$ cat src/rtl/ks_prefix_pipe.sv
// ks_prefix_pipe: pipelined Kogge-Stone prefix network and sum stage of the 32-bit adder.
// Consumes per-bit propagate/generate and carry-in. Produces sum and carry-out behind a
// valid/ready handshake.
// Stage A always registers levels d=1,2,4. Stage B computes levels d=8,16 and the sum.
// Stage B is registered when PIPE_B=1 and combinational when PIPE_B=0.
// RESET_DATA=1 gives the data registers an async reset; RESET_DATA=0 resets only the valid bits.
// Optional feature macro: KS_FLAG_EN adds the o_overflow and o_zero flags.
module ks_prefix_pipe #(
   parameter int PIPE_B     = 1,
   parameter int RESET_DATA = 1
) (
   input  logic        i_clk,
   input  logic        i_rst,
   input  logic        i_flush,
   input  logic        i_valid,
   output logic        o_ready,
   input  logic [31:0] i_pk_1,
   input  logic [31:0] i_gk_1,
   input  logic        i_c0_1,
   output logic        o_valid,
   input  logic        i_ready,
   output logic [31:0] o_sum,
   output logic        o_cout
`ifdef KS_FLAG_EN
   ,
   output logic        o_overflow,
   output logic        o_zero
`endif
);

   localparam int AW = 89;
`ifdef KS_FLAG_EN
   localparam int OW = 35;
`else
   localparam int OW = 33;
`endif

   logic [31:0] g0f, g1, p1, g2, p2, g4;
   logic [31:8] p4;
   logic [AW-1:0] a_d, a_q;
   logic        va, ready_a, ready_b, load_a;
   logic        ca;
   logic [31:0] pr, ga, g8, gg;
   logic [31:8] pa;
   logic [31:16] p8;
   logic [31:0] sum_b;
   logic        cout_b;
   logic [OW-1:0] out_d, out_q;

   // Carry-in folded into bit 0 so the network needs no separate carry path
   assign g0f = {i_gk_1[31:1], i_gk_1[0] | (i_pk_1[0] & i_c0_1)};

   for (genvar i = 0; i < 32; i++) begin : g_l1
      if (i < 1) begin : g_pass
         assign g1[i] = g0f[i];
         assign p1[i] = i_pk_1[i];
      end else begin : g_op
         assign g1[i] = g0f[i] | (i_pk_1[i] & g0f[i-1]);
         assign p1[i] = i_pk_1[i] & i_pk_1[i-1];
      end
   end

   for (genvar i = 0; i < 32; i++) begin : g_l2
      if (i < 2) begin : g_pass
         assign g2[i] = g1[i];
         assign p2[i] = p1[i];
      end else begin : g_op
         assign g2[i] = g1[i] | (p1[i] & g1[i-2]);
         assign p2[i] = p1[i] & p1[i-2];
      end
   end

   for (genvar i = 0; i < 32; i++) begin : g_l4
      if (i < 4) begin : g_pass
         assign g4[i] = g2[i];
      end else begin : g_op
         assign g4[i] = g2[i] | (p2[i] & g2[i-4]);
      end
   end

   // Group propagate below bit 8 is never consumed by the later levels, so it is not kept
   for (genvar i = 8; i < 32; i++) begin : g_p4
      assign p4[i] = p2[i] & p2[i-4];
   end

   assign load_a  = i_valid & ready_a & ~i_flush;
   assign ready_a = ~va | ready_b;
   assign o_ready = ready_a;
   assign a_d     = {i_c0_1, i_pk_1, p4, g4};

   // Stage A valid: flush wins over a new accept
   always_ff @(posedge i_clk or posedge i_rst) begin
      if (i_rst)             va <= 1'b0;
      else if (i_flush)      va <= 1'b0;
      else if (ready_a)      va <= i_valid;
   end

   if (RESET_DATA != 0) begin : g_a_rst
      // Stage A data, cleared by reset
      always_ff @(posedge i_clk or posedge i_rst) begin
         if (i_rst)       a_q <= '0;
         else if (load_a) a_q <= a_d;
      end
   end else begin : g_a_nrst
      // Stage A data, no reset
      always_ff @(posedge i_clk) begin
         if (load_a) a_q <= a_d;
      end
   end

   assign ca = a_q[88];
   assign pr = a_q[87:56];
   assign pa = a_q[55:32];
   assign ga = a_q[31:0];

   for (genvar i = 0; i < 32; i++) begin : g_l8
      if (i < 8) begin : g_pass
         assign g8[i] = ga[i];
      end else begin : g_op
         assign g8[i] = ga[i] | (pa[i] & ga[i-8]);
      end
   end

   for (genvar i = 16; i < 32; i++) begin : g_p8
      assign p8[i] = pa[i] & pa[i-8];
   end

   for (genvar i = 0; i < 32; i++) begin : g_l16
      if (i < 16) begin : g_pass
         assign gg[i] = g8[i];
      end else begin : g_op
         assign gg[i] = g8[i] | (p8[i] & g8[i-16]);
      end
   end

   assign sum_b  = pr ^ {gg[30:0], ca};
   assign cout_b = gg[31];

`ifdef KS_FLAG_EN
   assign out_d = {(sum_b == 32'h0), gg[30] ^ gg[31], cout_b, sum_b};
`else
   assign out_d = {cout_b, sum_b};
`endif

   if (PIPE_B != 0) begin : g_pipe_b
      logic vb;
      logic load_b;

      assign ready_b = ~vb | i_ready;
      assign load_b  = va & ready_b;
      assign o_valid = vb;

      // Stage B valid: moves forward when the output slot frees up
      always_ff @(posedge i_clk or posedge i_rst) begin
         if (i_rst)        vb <= 1'b0;
         else if (i_flush) vb <= 1'b0;
         else if (ready_b) vb <= va;
      end

      if (RESET_DATA != 0) begin : g_b_rst
         // Output register, cleared by reset
         always_ff @(posedge i_clk or posedge i_rst) begin
            if (i_rst)       out_q <= '0;
            else if (load_b) out_q <= out_d;
         end
      end else begin : g_b_nrst
         // Output register, no reset
         always_ff @(posedge i_clk) begin
            if (load_b) out_q <= out_d;
         end
      end
   end else begin : g_comb_b
      assign ready_b = i_ready;
      assign o_valid = va;
      assign out_q   = out_d;
   end

   assign o_sum  = out_q[31:0];
   assign o_cout = out_q[32];
`ifdef KS_FLAG_EN
   assign o_overflow = out_q[33];
   // Gated by valid: cleared stage A data would otherwise read as a zero sum
   assign o_zero     = out_q[34] & o_valid;
`endif

endmodule

$ cat config.mk
export PLATFORM = sky130hd
export DESIGN_NAME = ks_prefix_pipe
export DESIGN_NICKNAME = d
export VERILOG_FILES = /design/src/rtl/ks_prefix_pipe.sv
export SDC_FILE = /design/constraint.sdc
export NUM_CORES = 1
export LEC_CHECK = 0
export ABC_CLOCK_PERIOD_IN_PS = 10300
export BUFFER_PORTS_ARGS = -buffer_cell sky130_fd_sc_hd__buf_4
export CAP_MARGIN = 20
export CORE_MARGIN = 4
export CORE_UTILIZATION = 40
export CTS_CLUSTER_SIZE = 30
export DETAILED_ROUTE_END_ITERATION = 10
export HOLD_SLACK_MARGIN = 0.05
export PLACE_DENSITY = 0.65
export SLEW_MARGIN = 30
export SYNTH_ARGS = -nofsm -noshare
export SYNTH_HDL_FRONTEND = slang
export SYNTH_SLANG_ARGS = --single-unit
$ cat constraint.sdc
create_clock -name i_clk -period 10.3 [get_ports i_clk]
set_clock_uncertainty 0.15 [all_clocks]
set_input_delay 0.515 -clock i_clk [delete_from_list [all_inputs] [get_ports i_clk]]
set_output_delay 0.515 -clock i_clk [all_outputs]
set_load 0.02 [all_outputs]
* Yosys cells after proc, flatten, opt, wreduce, memory -nomap -nowiden
Cells that the tools add are included.
Storage, ports and cells: register bits 124, input port bits 70, output and inout bits 35, word-level logic and storage cells 377
Operators by class: muxes and demuxes 4, bitwise operators 367, reduce and logical (&&, ||, !) cells 2
Operators by type and width (count):
- bitwise AND 1 bit | 231
- OR 1 bit | 132
- bitwise XOR 32 bit | 1
- 2-to-1 mux 1 bit | 4
- nonzero test 2 bit | 2
- NOT 1 bit | 3

* Depth between registers and ports, before layout
Gate-level depths: netlist of run 1.
depth in word-level cells 8, mapped depth 7, depth with buffers taken out 4

* Least setup slack after synthesis of run 1
No wires, ideal clock.
path kind input port to flip-flop, from input i_ready, to register a_q[56], library setup time 0.125 ns, arrival time 1.401 ns, data required time 10.025 ns, slack 8.625 ns, cell stages on the path 5, path buffers 2, cell sequence nand3b_4 -> nand3b_2 -> buf_6 -> buf_6 -> mux2_2
Between the ends: word-level cells in the longest chain between the ends 4
Ends and longest elaborated chain:
- from (decl) | RTL line 21 | input logic i_ready,
- OR 1 bit | RTL line 149 | assign ready_b = ~vb | i_ready;
- OR 1 bit | RTL line 87 | assign ready_a = ~va | ready_b;
- bitwise AND 1 bit (2 in series) | RTL line 86 | assign load_a = i_valid & ready_a & ~i_flush;
- to (signal assigned) | RTL line 101 | if (i_rst) a_q <= '0;
- to (signal assigned) | RTL line 102 | else if (load_a) a_q <= a_d;
- to (decl) | RTL line 40 | logic [AW-1:0] a_d, a_q;
No other way between the ends. A chain may end at the register's enable or synchronous reset.

* Worst setup path after layout of run 1
from register va, to register a_q[62]
Between the ends: word-level cells in the longest chain between the ends 4
Ends and longest elaborated chain:
- from (decl) | RTL line 41 | logic va, ready_a, ready_b, load_a;
- from (signal assigned) | RTL line 95 | else if (ready_a) va <= i_valid;
- NOT 1 bit | RTL line 87
- OR 1 bit | RTL line 87
- bitwise AND 1 bit (2 in series) | RTL line 86
No other way between the ends.

==> impl_metrics.sql, run 1 <==
INSERT INTO impl_metrics (metric_group, metric, value, unit) VALUES
('global_routing', 'grt-ovfl-total', '0', ''),
('detailed_routing', 'remaining_antenna_violation_count', '0', ''),
('logic_synthesis', 'mappedNetlistNets', '689', ''),
('run_status', 'status', 'completed', ''),
('sta', 'timing.final.max_slew_violations', '0', ''),
('floorplanning', 'io-pin-count', '105', ''),
('logic_synthesis', 'synth_edf_count', '0', ''),
('worst_setup_path', 'critical_path.slowest_cell', 'sky130_fd_sc_hd__buf_4', ''),
('sta', 'rsz0062_at_grt', 'false', ''),
('sta', 'max-slew-margin-rel', '37.94', '%'),
('worst_setup_path', 'crit_path_max_fanout', '97', ''),
('final_layout', 'final_util', '50.85', '%'),
('final_layout', 'n_antenna_cell', '0', ''),
('logic_synthesis', 'synth-seq-area-share', '51.53', '%'),
('worst_setup_path', 'cp_top_family', 'buffers and inverters', ''),
('cts', 'clock-root-buffer', 'sky130_fd_sc_hd__clkbuf_16', ''),
('floorplanning', 'floorplan.die.height', '130.7', 'um'),
('final_layout', 'layout-area-overhead-vs-synth', '23.67', '%'),
('logic_synthesis', 'synth-async-reset-ratio', '100.0', '%'),
('detailed_routing', 'wirelength_met1', '7210', 'um'),
('global_routing', 'grt_pass1_vias', '4850', ''),
('logic_synthesis', 'synth_area', '6022', 'um2'),
('sta', 'setup_viol_count_final', '0', ''),
('cts', 'cts.sink_count', '124', ''),
('detailed_routing', 'met2_length', '7444', 'um'),
('sta', 'final_period_minus_worst_setup_slack', '2.602', 'ns'),
('detailed_routing', 'wl_met3', '1035', 'um'),
('detailed_routing', 'routed-via-count', '4918', ''),
('place', 'final_weighted_congestion_in_routability_driven_placement', '0.8891', ''),
('worst_setup_path', 'worstSetupPathType', 'flop to flop', ''),
('logic_synthesis', 'ys.warnings.count', '0', ''),
('run', 'maxcap_violations', '0', ''),
('cts', 'post_cts.repair.setup_buffers', '0', ''),
('worst_setup_path', 'required', '10.45', 'ns'),
('worst_setup_path', 'worst-r2r-cell-count', '4', ''),
('floorplanning', 'die_footprint', '17080', 'um2'),
('detailed_routing', 'drtIter0Drc', '369', ''),
('sta', 'fmax', '0.3843', 'GHz'),
('power_and_ir_drop', 'totalPowerFinal', '1.523', 'mW'),
('detailed_routing', 'drc', '0', ''),
('power_and_ir_drop', 'switching_share', '27.74', '%'),
('detailed_routing', 'drt-pass1-iter-count', '7', ''),
('power_and_ir_drop', 'switching_power', '422.5', 'uW'),
('global_routing', 'grt_pass1_wl', '25290', 'um'),
('sta', 'worst_margin_slew', '0.9309', 'ns'),
('cts', 'cts_bufs_inserted', '17', ''),
('detailed_routing', 'viasPerCell', '5.440', ''),
('sta', 'finalHoldWorstSlack', '0.07112', 'ns'),
('cts', 'cts_resized', '0', ''),
('cts', 'worst_path_clk_slew', '0.05', 'ns'),
('cts', 'cts_hold_buffers', '0', ''),
('sta', 'post-route-period-util', '25.26', '%'),
('logic_synthesis', 'ys.flop_type', 'sky130_fd_sc_hd__dfrtp_1', ''),
('logic_synthesis', 'yosys-top-cells-area', 'sky130_fd_sc_hd__dfrtp_1 (52%), sky130_fd_sc_hd__o21ai_0 (7.6%), sky130_fd_sc_hd__nand2_1 (7.2%)', ''),
('power_and_ir_drop', 'total_leakage_power', '3.386', 'nW'),
('worst_setup_path', 'start_kind', 'flop', ''),
('power_and_ir_drop', 'ir_worst_vdd', '0.1009', 'mV'),
('power_and_ir_drop', 'clock_power_share', '40.2', '%'),
('sta', 'final-hold-violation-count', '0', ''),
('global_routing', 'largest_net_degree_at_the_start_of_global_routing', '98', ''),
('detailed_routing', 'wirelength', '15930', 'um'),
('power_and_ir_drop', 'intPower', '1.101', 'mW'),
('cts', 'clock_tree_from_tritoncts', 'built', ''),
('logic_synthesis', 'ys_types', '29', ''),
('cts', 'cts-htree-levels', '4', ''),
('detailed_routing', 'detail_route.wl_per_cell', '17.62', 'um'),
('final_layout', 'final_layout_size_suffix_gt1_share', '24.86', '%'),
('worst_hold_path', 'hold_class', 'primary input to asynchronous set/reset pin', ''),
('floorplanning', 'core_area', '14640', 'um2'),
('power_and_ir_drop', 'p_seq_share', '39.9', '%'),
('final_layout', 'final_stage_net_count', '777', '');
## routing by layer
| metal | global-route usage (%) | vias up |
|---|---|---|
| met2 | 29.48 | 172 |
| met3 | 5.772 | 19 |
| met1 | 26.51 | 2358 |
| li1 | - | 2369 |
| met4 | 6.655 | 0 |
| met5 | 0 | - |
## cell families after synthesis
kind of cell / synth area share [%]
multiplexers: 6.358
XOR/XNOR: 4.654
AND/OR/NAND/NOR: 12.57
buffers and inverters: 4.633
AO/OA/AOI/OAI: 20.26
flip-flops: 51.53
## through the flow
step	setup slack, ns	cell area, um2
floorplan	6.336	6022
global placement	7.514	6840
detailed placement	7.447	6840
CTS	7.703	7447
global route	7.547	7447
finish	7.698	7447
## cell usage in the layout, fill, tap and decap left out
master,instances
sky130_fd_sc_hd__a211oi_1,1
sky130_fd_sc_hd__a21o_1,8
sky130_fd_sc_hd__a21oi_1,66
sky130_fd_sc_hd__a221oi_1,2
sky130_fd_sc_hd__a311o_1,7
sky130_fd_sc_hd__a311oi_1,2
sky130_fd_sc_hd__and2_1,7
sky130_fd_sc_hd__and3_1,1
sky130_fd_sc_hd__buf_4,107
sky130_fd_sc_hd__bufinv_16,3
sky130_fd_sc_hd__clkbuf_1,5
sky130_fd_sc_hd__clkbuf_16,17
sky130_fd_sc_hd__clkbuf_8,4
sky130_fd_sc_hd__clkinv_2,2
sky130_fd_sc_hd__clkinvlp_4,1
sky130_fd_sc_hd__dfrtp_1,124
sky130_fd_sc_hd__inv_1,10
sky130_fd_sc_hd__inv_4,1
sky130_fd_sc_hd__mux2_2,34
sky130_fd_sc_hd__nand2_1,115
sky130_fd_sc_hd__nand3_1,4
sky130_fd_sc_hd__nand3b_4,2
sky130_fd_sc_hd__nand4_1,19
sky130_fd_sc_hd__nor2_1,28
sky130_fd_sc_hd__o211ai_1,1
sky130_fd_sc_hd__o21ai_0,91
sky130_fd_sc_hd__o21ai_4,1
sky130_fd_sc_hd__o21bai_1,3
sky130_fd_sc_hd__o31ai_1,15
sky130_fd_sc_hd__o41ai_2,7
sky130_fd_sc_hd__xnor2_1,24
sky130_fd_sc_hd__xor2_1,8
## synth_stat cells (7+ instances only)
| cell | n |
|---|---|
| sky130_fd_sc_hd__o41ai_2 | 7 |
| sky130_fd_sc_hd__nor2_1 | 28 |
| sky130_fd_sc_hd__buf_6 | 7 |
| sky130_fd_sc_hd__nand4_1 | 19 |
| sky130_fd_sc_hd__xnor2_1 | 24 |
| sky130_fd_sc_hd__a311o_1 | 7 |
| sky130_fd_sc_hd__nand2_1 | 115 |
| sky130_fd_sc_hd__inv_1 | 11 |
| sky130_fd_sc_hd__clkbuf_2 | 7 |
| sky130_fd_sc_hd__o21ai_0 | 92 |
| sky130_fd_sc_hd__a21o_1 | 8 |
| sky130_fd_sc_hd__buf_2 | 18 |
| sky130_fd_sc_hd__dfrtp_1 | 124 |
| sky130_fd_sc_hd__xor2_1 | 8 |
| sky130_fd_sc_hd__a21oi_1 | 66 |
| sky130_fd_sc_hd__o31ai_1 | 15 |
| sky130_fd_sc_hd__and2_1 | 7 |
| sky130_fd_sc_hd__mux2_2 | 34 |
## sequential cells by signal, indices dropped and copies added, names as in the netlist
name,cells
o_valid,1
va,1
a_q,89
out_q,33
## final timing paths
kind	endpoint	from	slack [ns]
max in group asynchronous	out_q[5]	i_rst	8.61
hold / removal	out_q[30]	i_rst	0.07
setup / recovery	a_q[62]	va	7.70
hold reg to reg	out_q[1]	out_q[1]	0.33
min in group i_clk	va	i_flush	0.11
setup reg to reg	a_q[62]	va	7.70
## power by group through the flow
stage | clock network, mW | registers, mW | logic (mW)
floorplan | 0 | 0.651 | 0.143
global placement | 0 | 0.612 | 0.303
detailed placement | 0 | 0.617 | 0.307
CTS | 0.622 | 0.609 | 0.308
global route | 0.645 | 0.617 | 0.334
finish | 0.612 | 0.607 | 0.303
## area by class of cell
| type | instances | area, um2 |
|---|---|---|
| clock inverter | 6 | 107.6 |
| sequential | 124 | 3103 |
| timing repair buffer | 107 | 803.3 |
| tap | 184 | 230.2 |
| inverter | 11 | 43.79 |
| clock buffer | 26 | 499.2 |
| fill | 1368 | 7197 |
| multi-input combinational | 446 | 2660 |
Power figures use the tool's default switching activity.
==> inputs of run 2 (changes only) <==
--- a/config.mk
+++ b/config.mk
@@ -5,7 +5,7 @@
 export SDC_FILE = /design/constraint.sdc
 export NUM_CORES = 1
 export LEC_CHECK = 0
-export ABC_CLOCK_PERIOD_IN_PS = 10300
+export ABC_CLOCK_PERIOD_IN_PS = 2700
 export BUFFER_PORTS_ARGS = -buffer_cell sky130_fd_sc_hd__buf_4
 export CAP_MARGIN = 20
 export CORE_MARGIN = 4
==> constraint.sdc (replaced) <==
create_clock -name i_clk -period 2.7 [get_ports i_clk]
set_clock_uncertainty 0.15 [all_clocks]
set_input_delay 0.135 -clock i_clk [delete_from_list [all_inputs] [get_ports i_clk]]
set_output_delay 0.135 -clock i_clk [all_outputs]
set_load 0.02 [all_outputs]
==> impl_metrics.sql, run 2 (same netlist as run 1, synthesis figures left out) <==
INSERT INTO impl_metrics (metric_group, metric, value, unit) VALUES
('final_layout', 'final_stage_net_count', '832', ''),
('worst_setup_path', 'timing.critical_path.arrival', '2.28', 'ns'),
('sta', 'setup_viol_count_final', '0', ''),
('sta', 'max-slew-margin-rel', '54.17', '%'),
('floorplanning', 'die_footprint', '17080', 'um2'),
('cts', 'insertion_delay', '0.42', 'ns'),
('sta', 'rsz0062_at_grt', 'false', ''),
('place', 'final_weighted_congestion_in_routability_driven_placement', '0.8853', ''),
('sta', 'post-route-period-util', '78.86', '%'),
('place', 'post-place-ws', '0.9082', 'ns'),
('power_and_ir_drop', 'power_density', '733.4', 'nW/um2'),
('worst_setup_path', 'crit_path_max_fanout', '6', ''),
('sta', 'worst_margin_slew', '0.6875', 'ns'),
('detailed_routing', 'viasPerCell', '5.326', ''),
('sta', 'layout_setup_ws', '0.5709', 'ns'),
('sta', 'timing.setup.tns', '0', 'ns'),
('global_routing', 'gr-usage-all-layers', '20.64', '%'),
('sta', 'finalHoldWorstSlack', '0.05335', 'ns'),
('final_layout', 'final_layout_size_suffix_gt1_share', '23.74', '%'),
('power_and_ir_drop', 'share_comb_of_total_power', '21.2', '%'),
('cts', 'cts_bufs_inserted', '17', ''),
('final_layout', 'mostFrequentLayoutCells', 'sky130_fd_sc_hd__dfrtp_1 (124), sky130_fd_sc_hd__nand2_1 (115), sky130_fd_sc_hd__buf_4 (105)', ''),
('detailed_routing', 'drc', '0', ''),
('worst_setup_path', 'r2r_start', 'a_q[3]', ''),
('cts', 'cts-htree-levels', '4', ''),
('floorplanning', 'die_x', '130.7', 'um'),
('worst_setup_path', 'type_of_destination_of_the_critical_path', 'flop', ''),
('final_layout', 'regs_by_ff_count', 'a_q: 89 flops, out_q: 33 flops', ''),
('detailed_routing', 'drtIter0Drc', '408', ''),
('worst_setup_path', 'cp-startpoint', 'i_pk_1[25]', ''),
('run_status', 'status', 'completed', ''),
('cts', 'post_cts.repair.setup_buffers', '0', ''),
('power_and_ir_drop', 'totalPowerFinal', '5.897', 'mW'),
('cts', 'clock-root-buffer', 'sky130_fd_sc_hd__clkbuf_16', ''),
('final_layout', 'regMostFlops', 'a_q', ''),
('power_and_ir_drop', 'switching_power', '1.689', 'mW'),
('final_layout', 'filler_cell_count', '1305', ''),
('global_routing', 'largest_net_degree_at_the_start_of_global_routing', '125', ''),
('final_layout', 'largest_register_ffs', '89', ''),
('place', 'placed_area', '6907', 'um2'),
('run', 'maxcap_violations', '0', ''),
('global_routing', 'antenna_violations_before_repair', '0', ''),
('final_layout', 'postLayoutCellArea', '8040', 'um2'),
('cts', 'cts.sink_count', '124', ''),
('sta', 'fmax', '0.4697', 'GHz'),
('worst_hold_path', 'min_from', 'i_gk_1[7]', ''),
('floorplanning', 'floorplan.rows', '44', ''),
('global_routing', 'grt-ovfl-total', '0', ''),
('power_and_ir_drop', 'intPower', '4.208', 'mW'),
('power_and_ir_drop', 'clock_power_share', '39.5', '%'),
('sta', 'timing.final.max_slew_violations', '0', ''),
('worst_setup_path', 'start_kind', 'primary input', ''),
('sta', 'final-hold-violation-count', '0', ''),
('worst_hold_path', 'hold_class', 'primary input to flop', ''),
('global_routing', 'grt_pass1_vias', '5159', ''),
('power_and_ir_drop', 'p_seq_share', '39.4', '%'),
('final_layout', 'n_antenna_cell', '0', ''),
('final_layout', 'layout-area-overhead-vs-synth', '33.51', '%'),
('floorplanning', 'io-pin-count', '105', ''),
('sta', 'final_period_minus_worst_setup_slack', '2.129', 'ns'),
('detailed_routing', 'drt-pass1-iter-count', '5', ''),
('detailed_routing', 'wirelength', '16970', 'um'),
('power_and_ir_drop', 'total_leakage_power', '3.635', 'nW'),
('detailed_routing', 'remaining_antenna_violation_count', '0', ''),
('worst_setup_path', 'r2r-end', 'out_q[28]', ''),
('detailed_routing', 'detail_route.wl_per_cell', '17.70', 'um'),
('place', 'port_buffers', '104', ''),
('worst_setup_path', 'required', '2.85', 'ns'),
('worst_setup_path', 'worst-r2r-setup-slack', '0.89', 'ns'),
('floorplanning', 'start_util', '41.12', '%'),
('worst_setup_path', 'endpoint', 'a_q[29]', ''),
('floorplanning', 'core_area', '14640', 'um2'),
('cts', 'clock_tree_from_tritoncts', 'built', ''),
('detailed_routing', 'routed-via-count', '5108', ''),
('worst_setup_path', 'worstSetupPathType', 'primary input to flop', ''),
('final_layout', 'final_common_cell', 'sky130_fd_sc_hd__dfrtp_1', ''),
('worst_setup_path', 'worst-r2r-cell-count', '4', ''),
('power_and_ir_drop', 'switching_share', '28.65', '%'),
('power_and_ir_drop', 'ir_worst_vdd', '0.5037', 'mV'),
('place', 'dpl.hpwl', '12310', 'um'),
('global_routing', 'grt_pass1_wl', '26890', 'um'),
('cts', 'cts_resized', '0', ''),
('cts', 'cts-root-to-sink-buffers', '2', ''),
('cts', 'cts_hold_buffers', '53', ''),
('floorplanning', 'floorplan.die.height', '130.7', 'um'),
('cts', 'worst_path_clk_slew', '0.06', 'ns');
-- run 2: worst min-delay path by stage --
| stage | cells past startpoint | to |
|---|---|---|
| 2_1_floorplan | 1 | va |
| 3_3_place_gp | 2 | va |
| 3_5_place_dp | 2 | va |
| 4_1_cts | 5 | a_q[8] |
| 5_1_grt | 5 | a_q[7] |
| 6_report | 5 | a_q[7] |
-- run 2: through the flow --
stage,std cells,util (%)
after detailed placement,874,47.16
final,959,54.90
after global placement,874,47.16
after CTS,959,54.90
after global routing,959,54.90
after floorplan,619,-
-- run 2: area by class of cell --
type	count	area (um2)	share of cell area, %
Sequential cell	124	3103	38.59
Multi-Input combinational cell	446	2660	33.08
Timing Repair Buffer	162	1399	17.40
Clock buffer	21	460.4	5.727
Tap cell	184	230.2	2.863
Clock inverter	11	142.6	1.774
Inverter	11	45.04	0.5602
-- run 2: worst max-delay path, stage by stage --
cell and delay (ns):
sky130_fd_sc_hd__dlygate4sd3_1 0.54, sky130_fd_sc_hd__buf_4 0.17, sky130_fd_sc_hd__nand2_1 0.19, sky130_fd_sc_hd__o21ai_0 0.21
sky130_fd_sc_hd__a221oi_1 0.37, sky130_fd_sc_hd__dlygate4sd3_1 0.60, sky130_fd_sc_hd__o21ai_0 0.07
-- run 2: routing by layer --
metal / global-route usage, % / vias up / wire (um)
met5: 0 / - / 0
met4: 8.469 / 0 / 434
met3: 4.512 / 33 / 977
met2: 32.03 / 191 / 7864
met1: 28.18 / 2407 / 7694
li1: - / 2477 / -
-- run 2: power groups by stage --
| stage | combinational (mW) | clock [mW] | sequential [mW] |
|---|---|---|---|
| floorplan | 0.544 | 0 | 2.48 |
| global placement | 1.18 | 0 | 2.34 |
| detailed placement | 1.19 | 0 | 2.36 |
| CTS | 1.26 | 2.35 | 2.33 |
| global route | 1.37 | 2.44 | 2.36 |
| finish | 1.25 | 2.33 | 2.32 |
